File: src/rtl/l1d_data_pipe_arb.sv
// L1D data-RAM arbiter: write/read arbitration with a starvation guard, a registered
// single-port RAM command, and a credit-guarded read-response FIFO. Optional perf counters: L1D_DATA_ARB_PERF_EN.
module l1d_data_pipe_arb #(
    parameter int INDEX_W    = 6,
    parameter int OFFSET_W   = 2,
    parameter int WAY_W      = 2,
    parameter int DATA_W     = 128,
    parameter int ID_W       = 4,
    parameter int RD_LAT     = 2,
    parameter int RSP_DEPTH  = 4,
    parameter int STARVE_MAX = 4
) (
    input  logic                                 clk,
    input  logic                                 rst,
    input  logic                                 wr_req_dat_vld,
    output logic                                 wr_req_dat_rdy,
    input  logic [INDEX_W+OFFSET_W+WAY_W-1:0]    wr_req_addr,
    input  logic [DATA_W-1:0]                    wr_req_dat,
    input  logic [DATA_W/8-1:0]                  wr_req_dat_be,
    input  logic                                 rd_req_vld,
    output logic                                 rd_req_rdy,
    input  logic [INDEX_W+OFFSET_W+WAY_W-1:0]    rd_req_addr,
    input  logic [ID_W-1:0]                      rd_req_id,
    output logic                                 ram_en,
    output logic                                 ram_we,
    output logic [INDEX_W+OFFSET_W+WAY_W-1:0]    ram_addr,
    output logic [DATA_W-1:0]                    ram_wdata,
    output logic [DATA_W/8-1:0]                  ram_be,
    input  logic [DATA_W-1:0]                    ram_rdata,
    output logic                                 rd_rsp_vld,
    input  logic                                 rd_rsp_rdy,
    output logic [ID_W-1:0]                      rd_rsp_id,
    output logic [DATA_W-1:0]                    rd_rsp_dat
`ifdef L1D_DATA_ARB_PERF_EN
    ,
    output logic [31:0]                          perf_wr_cnt,
    output logic [31:0]                          perf_rd_cnt,
    output logic [31:0]                          perf_starve_cnt
`endif
);

    localparam int ADDR_W = INDEX_W + OFFSET_W + WAY_W;
    localparam int BE_W   = DATA_W / 8;
    localparam int CRD_W  = $clog2(RSP_DEPTH + 1);
    localparam int PTR_W  = (RSP_DEPTH > 1) ? $clog2(RSP_DEPTH) : 1;
    localparam int STV_W  = $clog2(STARVE_MAX + 1);

    typedef struct packed {
        logic [ID_W-1:0]   id;
        logic [DATA_W-1:0] dat;
    } rsp_t;

    logic [CRD_W-1:0] credit;
    logic [STV_W-1:0] starve_cnt;
    logic             credit_ok;
    logic             starved;
    logic             rd_gnt;
    logic             wr_gnt;
    logic             push;
    logic             pop;

    // ---------------- arbitration ----------------
    assign credit_ok      = (credit != '0);
    assign starved        = (starve_cnt == STV_W'(STARVE_MAX));
    // Read rdy is independent of rd_req_vld; write only loses when a read actually wins.
    assign rd_req_rdy     = credit_ok && (!wr_req_dat_vld || starved);
    assign rd_gnt         = rd_req_vld && rd_req_rdy;
    assign wr_req_dat_rdy = !rd_gnt;
    assign wr_gnt         = wr_req_dat_vld && wr_req_dat_rdy;

    always_ff @(posedge clk or posedge rst) begin
        if (rst) begin
            ram_en    <= 1'b0;
            ram_we    <= 1'b0;
            ram_addr  <= '0;
            ram_wdata <= '0;
            ram_be    <= '0;
        end else begin
            ram_en <= wr_gnt || rd_gnt;
            ram_we <= wr_gnt;
            if (wr_gnt) begin
                ram_addr  <= wr_req_addr;
                ram_wdata <= wr_req_dat;
                ram_be    <= wr_req_dat_be;
            end else if (rd_gnt) begin
                ram_addr  <= rd_req_addr;
            end
        end
    end

    // Counts consecutive losses of an eligible read; frozen while out of credit.
    always_ff @(posedge clk or posedge rst) begin
        if (rst)
            starve_cnt <= '0;
        else if (!rd_req_vld || rd_gnt)
            starve_cnt <= '0;
        else if (credit_ok && wr_gnt && !starved)
            starve_cnt <= starve_cnt + 1'b1;
    end

    // ---------------- read tag pipe ----------------
    // Stage RD_LAT lines up with ram_rdata for the read issued RD_LAT cycles earlier.
    logic [RD_LAT:0]           vld_pipe;
    logic [RD_LAT:0][ID_W-1:0] id_pipe;

    always_ff @(posedge clk or posedge rst) begin
        if (rst) begin
            vld_pipe <= '0;
            id_pipe  <= '0;
        end else begin
            vld_pipe <= {vld_pipe[RD_LAT-1:0], rd_gnt};
            id_pipe  <= {id_pipe[RD_LAT-1:0], rd_req_id};
        end
    end

    // ---------------- response FIFO ----------------
    rsp_t             fifo [RSP_DEPTH];
    logic [PTR_W-1:0] wr_ptr;
    logic [PTR_W-1:0] rd_ptr;
    logic [CRD_W-1:0] count;

    assign push       = vld_pipe[RD_LAT];
    assign rd_rsp_vld = (count != '0);
    assign pop        = rd_rsp_vld && rd_rsp_rdy;
    assign rd_rsp_id  = fifo[rd_ptr].id;
    assign rd_rsp_dat = fifo[rd_ptr].dat;

    always_ff @(posedge clk) begin
        if (push)
            fifo[wr_ptr] <= '{id: id_pipe[RD_LAT], dat: ram_rdata};
    end

    always_ff @(posedge clk or posedge rst) begin
        if (rst) begin
            wr_ptr <= '0;
            rd_ptr <= '0;
            count  <= '0;
            credit <= CRD_W'(RSP_DEPTH);
        end else begin
            if (push)
                wr_ptr <= (wr_ptr == PTR_W'(RSP_DEPTH - 1)) ? '0 : wr_ptr + 1'b1;
            if (pop)
                rd_ptr <= (rd_ptr == PTR_W'(RSP_DEPTH - 1)) ? '0 : rd_ptr + 1'b1;
            count  <= count + CRD_W'(push) - CRD_W'(pop);
            // Credit is reserved at grant so the FIFO can never overflow.
            credit <= credit - CRD_W'(rd_gnt) + CRD_W'(pop);
        end
    end

`ifdef L1D_DATA_ARB_PERF_EN
    always_ff @(posedge clk or posedge rst) begin
        if (rst) begin
            perf_wr_cnt     <= '0;
            perf_rd_cnt     <= '0;
            perf_starve_cnt <= '0;
        end else begin
            if (wr_gnt)
                perf_wr_cnt <= perf_wr_cnt + 32'd1;
            if (rd_gnt)
                perf_rd_cnt <= perf_rd_cnt + 32'd1;
            if (rd_gnt && wr_req_dat_vld)
                perf_starve_cnt <= perf_starve_cnt + 32'd1;
        end
    end
`endif

endmodule

File: config.mk
export PLATFORM = sky130hd
export DESIGN_NAME = l1d_data_pipe_arb
export DESIGN_NICKNAME = d
export VERILOG_FILES = /design/src/rtl/l1d_data_pipe_arb.sv
export SDC_FILE = /design/constraint.sdc
export NUM_CORES = 1
export LEC_CHECK = 0
export ABC_AREA = 1
export CAP_MARGIN = 20
export CORE_MARGIN = 3
export CORE_UTILIZATION = 40
export CTS_CLUSTER_DIAMETER = 40
export CTS_CLUSTER_SIZE = 12
export DETAILED_ROUTE_END_ITERATION = 16
export PLACE_DENSITY = 0.66
export SLEW_MARGIN = 20
export SYNTH_ARGS = -nofsm -noshare
export SYNTH_HDL_FRONTEND = slang
export SYNTH_SLANG_ARGS = --single-unit
File: constraint.sdc
create_clock -name clk -period 8.7 [get_ports clk]
set_input_delay 2.61 -clock clk [delete_from_list [all_inputs] [get_ports clk]]
set_output_delay 2.61 -clock clk [all_outputs]
set_load 0.01 [all_outputs]
Word-level counts from Yosys, hierarchy flattened
Memory sizes are Yosys's and may differ from the RTL's.
Cells that the tools add are included.
W data, S select, Z words.
Word-level totals
  register bits after elaboration: 184
  bits in latches: 0
  RAM bits: 528
  bits in read-only memories: 0
  output and inout port bits: 291
  memories: 1
Cells by class
  add/subtract/negate cells: 7
  $mul: 0
  divide/modulo/power cells: 0
  order comparisons: 0
  equal/unequal tests: 3
  shifts and indexed selects: 0
  muxes and demuxes: 8
  bitwise operators: 0
  reductions and logical operators: 17
Memory list
  fifo: words 4, bits a word 132, read ports 1, clocked after Yosys merged registers in 0, write ports 1, line 117  | rsp_t fifo [RSP_DEPTH];
Operator list (number)
  $mux W10: 2
  $add A3 B1 Y3: 2
  $logic_and A1 B1 Y1: 6
  $mux W3: 2
  $reduce_bool A3 Y1: 2
  $sub A3 B1 Y3: 2
  $add A2 B1 Y2 const B: 2
  $eq A2 B2 Y1 const B: 2
  $logic_not A1 Y1: 4
  $mux W2: 2
  $reduce_bool A2 Y1: 2
  $add A3 B1 Y3 const B: 1
  $eq A3 B3 Y1 const B: 1
  $logic_or A1 B1 Y1: 3
  $mux W1: 2

Logic depth before layout (Yosys ltp)
Gate-level depths: netlist of run 1.
  depth after elaboration: 10
  gate-level depth with buffers: 13
  depth with buffers taken out: 12

Least setup slack after synthesis of run 1
OpenSTA, ideal clock, no wires.
  kind: input port to output port
  start: input wr_req_dat_vld
  end: output wr_req_dat_rdy
  arrival time: 3.302 ns
  path slack: 2.788 ns
  cell stages on the path: 5
  path buffers: 3
  cells stage by stage: buf_2 nand2_1 nand3_4 buf_4 buf_4
Between the ends
  longest elaborated chain between the ends: 5
RTL lines
  from (decl): line 15  | input logic wr_req_dat_vld,
  $logic_not A1 Y1: line 66  | assign rd_req_rdy = credit_ok && (!wr_req_dat_vld || starved);
  $logic_or A1 B1 Y1: line 66
  $logic_and A1 B1 Y1: line 66
  $logic_and A1 B1 Y1: line 67  | assign rd_gnt = rd_req_vld && rd_req_rdy;
  $logic_not A1 Y1: line 68  | assign wr_req_dat_rdy = !rd_gnt;
  to (decl): line 16  | output logic wr_req_dat_rdy,
Every way passes these cells.

Worst setup path after layout of run 1
  start: input wr_req_dat_vld
  end: output rd_req_rdy
Between the ends
  longest elaborated chain between the ends: 3
RTL lines
  $logic_not A1 Y1: line 66
  $logic_or A1 B1 Y1: line 66
  $logic_and A1 B1 Y1: line 66
  to (decl): line 21  | output logic rd_req_rdy,
Every way passes these cells.

==> results.py, run 1 <==
metrics = {
    "yosys": {
        "synth_common_cells": "edfxtp_1 (528), nand2_1 (313), o21ai_0 (270), nor2_1 (268), dfrtp_1 (183)",
        "synth.most_common_cell": "edfxtp_1",
        "avgSynthCellArea_um2": 13.0,
        "syn-num-nets": 2374,
        "synth_cells": 2060,
        "ys_seq_area_share_pct": 76.3,
        "synth_area_mm2": 0.0268,
        "synth_edf_count": 528,
        "synth.distinct_cells": 26,
        "yosys.area.top_type": "edfxtp_1",
        "yosysTopAreaCellShare_pct": 59.2,
        "yosysWarnings": 0,
        "synth_flop_cell": "edfxtp_1",
        "async_flop_share_pct": 25.8,
        "yosys-top-cells-area": "edfxtp_1 (59%), dfrtp_1 (17%), o21ai_0 (5.0%)",
        "postSynthRegisterBits": 712,
    },
    "setup_path": {
        "critPathMaxStageDelay_ns": 0.56,
        "crit_top_cell": "nand2_1",
        "cp_num_cells": 5,
        "crit_end": "rd_req_rdy",
        "cp-end-kind": "output pin",
        "crit_path_start_kind": "input port",
        "required_ns": 6.09,
        "r2r_end": "ram_wdata[3]",
        "crit_arrival_ns": 4.37,
        "worst-r2r-cell-count": 10,
        "crit_slowest_cell": "buf_4",
        "crit_buf_inv": 3,
        "critPathKind": "in -> out",
        "critPathTopFamily": "buffers and inverters",
        "worst-r2r-setup-slack_ns": 5.51,
        "critPathLaunch": "wr_req_dat_vld",
        "worstPathMaxFanout": 69,
        "reg2reg_from": "starve_cnt[0]",
        "crit_chain": "buf_4 -> nand2_1 -> nand2_1 -> inv_1 -> clkdlybuf4s50_1",
    },
    "timing": {
        "fmax_ghz": 0.143,
        "hold_viol": 0,
        "max_slew_margin_pct": 29.3,
        "skew_ns": 0.0153,
        "rsz0062_at_grt": "no",
        "finalCritPeriodShare_pct": 80.2,
        "min_period_ns": 6.98,
        "worstMarginPinSlew_ns": 1.06,
        "setup_tns_ns": 0,
        "setup_viol": 0,
        "setup_slack_ns": 1.72,
        "drv_slew": 0,
        "whs_ns": 0.345,
    },
    "worst_hold_path": {
        "hp-class": "reg -> reg",
    },
    "drt": {
        "drcViolationCount": 0,
        "ant_nets": 0,
        "drt-wirelength-per-cell_um": 21.4,
        "vias_per_cell": 5.16,
        "drt_iter0_drc": 1300,
        "dr.pass1.iters": 7,
        "finalWirelength_mm": 77.0,
        "num_vias": 18600,
    },
    "global_routing": {
        "grt_start_max_net_pins": 233,
        "grtUsageTotal_pct": 21.5,
        "grt_pass1_wl_mm": 115,
        "grt-ovfl-total": 0,
        "first_global_vias": 18900,
        "antenna_found_initial": 25,
    },
    "final_layout": {
        "n_fill_cell": 5352,
        "drive_above_1_share_pct": 7.44,
        "final_cells": 3595,
        "nets": 2942,
        "area_delta_synth_final_pct": 37.1,
    },
    "placement": {
        "dp_cells": 3389,
        "place_congestion": 0.889,
        "portBuffers": 591,
        "hpwl_mm": 47.1,
        "post-place-ws_ns": 1.72,
    },
    "clocking": {
        "cts_tree": "done",
        "clock_path_buffers": 3,
        "cts-buffers-inserted": 101,
        "post-cts-setup-buffers": 0,
        "clock_latency_ns": 0.63,
        "clock_sinks": 712,
        "cts_resized": 0,
        "ctsHoldBuffers": 0,
        "cts_root_buf": "clkbuf_16",
        "htreeDepth": 3,
        "path_clk_slew_ns": 0.05,
    },
    "power": {
        "p_per_area_mw_per_mm2": 325,
        "max-vdd-ir-drop_v": 0.000227,
        "p_leak_uw": 0.0137,
    },
    "die": {
        "rows": 94,
        "initial_core_util_pct": 40.6,
        "coreArea_mm2": 0.0661,
        "die_x_um": 265,
        "dieHeight_um": 265,
        "ios": 592,
        "die-area_mm2": 0.0702,
    },
    "run_status": {
        "status": "complete, no violations",
    },
    "run": {
        "max-cap-violations": 0,
    },
}
==> final cells by class <==
cell class	instances	area [um2]	share of cell area (%)
Clock inverter	78	841	2.29
Tap cell	864	1080	2.94
Antenna cell	17	42.5	0.116
Inverter	24	128	0.347
Timing Repair Buffer	605	6060	16.5
Multi-Input combinational cell	1184	5520	15.0
Sequential cell	712	20500	55.7
Clock buffer	111	2610	7.09
==> layer usage <==
layer	global-route usage, %	vias to the layer above	routed length [um]
li1	-	8563	-
met1	24.7	9179	28200
met2	36.4	682	39100
met3	7.55	124	7210
met4	9.46	10	2470
met5	0	-	53
==> report_power, final <==
group | internal, uW | switching, uW | leakage, uW
logic | 1550 | 2000 | 0.00497
registers | 4100 | 211 | 0.00704
clock network | 2510 | 1570 | 0.00169
total | 8160 | 3780 | 0.0137
==> state kept, by name, indices dropped and copies added (netlist names) <==
| register | cells |
|---|---|
| vld_pipe | 3 |
| ram_wdata | 128 |
| credit | 3 |
| rd_ptr | 2 |
| fifo | 528 |
| starve_cnt | 3 |
| ram_addr | 10 |
| ram_we | 1 |
| id_pipe | 12 |
| wr_ptr | 2 |
| ram_en | 1 |
| ram_be | 16 |
| count | 3 |
==> how the worst min path moves through the flow <==
stage                      from           to  slack (ns)  cells after the start
floorplan            id_pipe[6]  id_pipe[10]        0.33                      0
global placement    vld_pipe[1]  vld_pipe[2]        0.33                      0
detailed placement   id_pipe[7]  id_pipe[11]        0.33                      0
CTS                  id_pipe[7]  id_pipe[11]        0.35                      0
global route        vld_pipe[1]  vld_pipe[2]        0.36                      0
finish               id_pipe[3]   id_pipe[7]        0.34                      0
==> per-stage QoR <==
stage	util (%)	instance area, um2	total power (uW)
3_5_place_dp	50.3	33300	7960
2_1_floorplan	-	26800	6080
3_3_place_gp	50.3	33200	7870
5_1_grt	55.6	36800	12500
4_1_cts	55.5	36700	12100
6_report	55.6	36800	11900
==> layout by cell type (no fill, tap or decap), types with 6 or more instances in the layout <==
cell and n:
clkinv_2 19, o22ai_1 132, clkbuf_16 103, clkinvlp_4 6
inv_8 6, dfrtp_1 181, nand2_1 313, ha_1 11
o21ai_0 270, clkinv_1 8, clkdlybuf4s50_1 590, edfxtp_1 528
nand3_1 175, diode_2 17, buf_4 12, inv_1 17
nor2_1 268, inv_6 20, clkinv_4 12, clkbuf_1 8
bufinv_16 10
==> cells by family after synthesis <==
| logic type | share of synthesized area, % |
|---|---|
| fa+ha+maj | 0.663 |
| simple gates | 11.7 |
| compound gates | 8.12 |
| xor+xnor | 0.163 |
| buf+inv | 3.07 |
| flops | 76.3 |
Note: power is estimated with default switching activity, not from simulation.
==> run 2, diff against run 1 <==
Settings changed: PLACE_DENSITY 0.66 to 0.68.
Clock period 8.7 ns to 6.4 ns, I/O delays scaled along.
==> run 2 against run 1 <==
  * Register-to-register slack got worse by 2.1 ns
  * Core utilization grew 0.10 points
  * First-iteration DRC count rose by 4.2%
  * Sequential power rose by 36%
  * Global-route usage up 0.23 points
  * Critical endpoint is now rd_rsp_dat[116]
  * Flip-flop and latch count stayed put
  * Total power grew 36%
  * Critical path type is now reg -> out
==> results.py, run 2 (synthesis results as in run 1) <==
metrics = {
    "global_routing": {
        "grtUsageTotal_pct": 21.7,
        "grt_pass1_wl_mm": 116,
        "grt-ovfl-total": 0,
        "first_global_vias": 19200,
        "antenna_found_initial": 31,
        "grt_start_max_net_pins": 157,
    },
    "drt": {
        "drcViolationCount": 0,
        "dr.pass1.iters": 6,
        "finalWirelength_mm": 77.7,
        "ant_nets": 0,
        "vias_per_cell": 5.21,
        "drt-wirelength-per-cell_um": 21.6,
        "drt_iter0_drc": 1355,
        "num_vias": 18800,
    },
    "worst_hold_path": {
        "hold_depth": 0,
        "hp-class": "reg -> reg",
        "hold_path_end": "id_pipe[8]",
        "hold_start": "id_pipe[4]",
    },
    "die": {
        "initial_core_util_pct": 40.6,
        "rows": 94,
        "die_x_um": 265,
        "dieHeight_um": 265,
        "die-area_mm2": 0.0702,
        "ios": 592,
        "coreArea_mm2": 0.0661,
    },
    "final_layout": {
        "most-common-layout-cells": "clkdlybuf4s50_1 (590), edfxtp_1 (528), nand2_1 (313)",
        "largest_reg_flops": 528,
        "drive_above_1_share_pct": 7.40,
        "nets": 2949,
        "largest_register": "fifo",
        "top_regs": "fifo: 528 flops, ram_wdata: 128 flops, ram_be: 16 flops",
        "area_delta_synth_final_pct": 37.4,
        "mostFrequentLayoutCell": "clkdlybuf4s50_1",
    },
    "run_status": {
        "status": "complete, no violations",
    },
    "timing": {
        "finalCritPeriodShare_pct": 84.0,
        "drv_slew": 0,
        "rsz0062_at_grt": "no",
        "worstMarginPinSlew_ns": 1.07,
        "min_period_ns": 5.38,
        "max_slew_margin_pct": 28.8,
        "setup_tns_ns": 0,
        "setup_viol": 0,
        "fmax_ghz": 0.186,
        "skew_ns": 0.0351,
        "hold_viol": 0,
    },
    "setup_path": {
        "crit_arrival_ns": 3.46,
        "r2r_end": "ram_wdata[64]",
        "cp-end-kind": "output pin",
        "reg2reg_from": "starve_cnt[1]",
        "critPathLaunch": "rd_ptr[1]",
        "worst-r2r-setup-slack_ns": 3.44,
        "critPathKind": "reg -> out",
        "worstPathMaxFanout": 79,
        "required_ns": 4.48,
        "crit_path_start_kind": "register",
        "worst-r2r-cell-count": 9,
    },
    "clocking": {
        "cts_root_buf": "clkbuf_16",
        "path_clk_slew_ns": 0.05,
        "cts-buffers-inserted": 99,
        "clock_latency_ns": 0.64,
        "clock_sinks": 712,
        "cts_tree": "done",
        "ctsHoldBuffers": 0,
        "clock_path_buffers": 3,
        "htreeDepth": 3,
        "cts_resized": 0,
        "post-cts-setup-buffers": 0,
    },
    "power": {
        "p_per_area_mw_per_mm2": 442,
        "max-vdd-ir-drop_v": 0.000234,
        "power.total_uw": 16300,
        "p_leak_uw": 0.0137,
    },
    "placement": {
        "portBuffers": 591,
        "hpwl_mm": 48.8,
        "place_congestion": 0.921,
    },
    "run": {
        "max-cap-violations": 0,
    },
}
-- run 2: changes by cell type in the layout (fill, tap and decap cells not counted), sizes merged, moves of 6 or more --
cell      before  now
buf           15   24
clkinv        41   27
clkinvlp       6   16
diode         17   23
inv           45   35
-- run 2: layout make-up --
cell class,count,area (um2)
Tap cell,864,1080
Inverter,24,121
Sequential cell,712,20500
Multi-Input combinational cell,1184,5520
Clock buffer,115,2590
Timing Repair Buffer,614,6120
Clock inverter,68,857
Antenna cell,23,57.6
Fill cell,5366,29300
-- run 2: worst max-delay path by stage --
stage	endpoint	slack, ns
floorplan	wr_req_dat_rdy	1.87
global placement	wr_req_dat_rdy	1.21
detailed placement	wr_req_dat_rdy	1.20
CTS	rd_rsp_dat[84]	0.88
global route	rd_rsp_dat[124]	0.80
finish	rd_rsp_dat[116]	1.02
-- run 2: power breakdown --
| part | internal, uW | switching (uW) | leakage, uW |
|---|---|---|---|
| clock | 3500 | 2070 | 0.00164 |
| combinational | 2110 | 2740 | 0.00501 |
| sequential | 5580 | 293 | 0.00704 |
-- run 2: stage by stage --
step | worst slack (ns) | cell area, um2 | hold slack, ns | cells | util [%]
floorplan | 1.87 | 26800 | 0.331 | 2060 | -
global placement | 1.21 | 33300 | 0.335 | 3398 | 50.4
detailed placement | 1.20 | 33300 | 0.335 | 3398 | 50.4
CTS | 0.875 | 36800 | 0.346 | 3581 | 55.6
global route | 0.802 | 36800 | 0.350 | 3596 | 55.7
finish | 1.02 | 36800 | 0.345 | 3604 | 55.7
-- run 2: metal layers --
metal | vias to the layer above | global-route usage, % | part of all wire (%) | routed length, um
met3 | 148 | 7.31 | 9.3 | 7250
met5 | - | 0 | 0.14 | 106
li1 | 8592 | - | - | -
met4 | 14 | 9.04 | 3.6 | 2830
met1 | 9329 | 25.1 | 36 | 28300
met2 | 699 | 37.1 | 50 | 39200
-- run 2: worst max-delay path, cell delays in order, from the launching register on --
cell and delay, ns:
dfrtp_4 0.69, inv_4 0.73, buf_4 0.39, o21ai_0 0.16
o22ai_1 0.18, clkdlybuf4s50_1 0.57
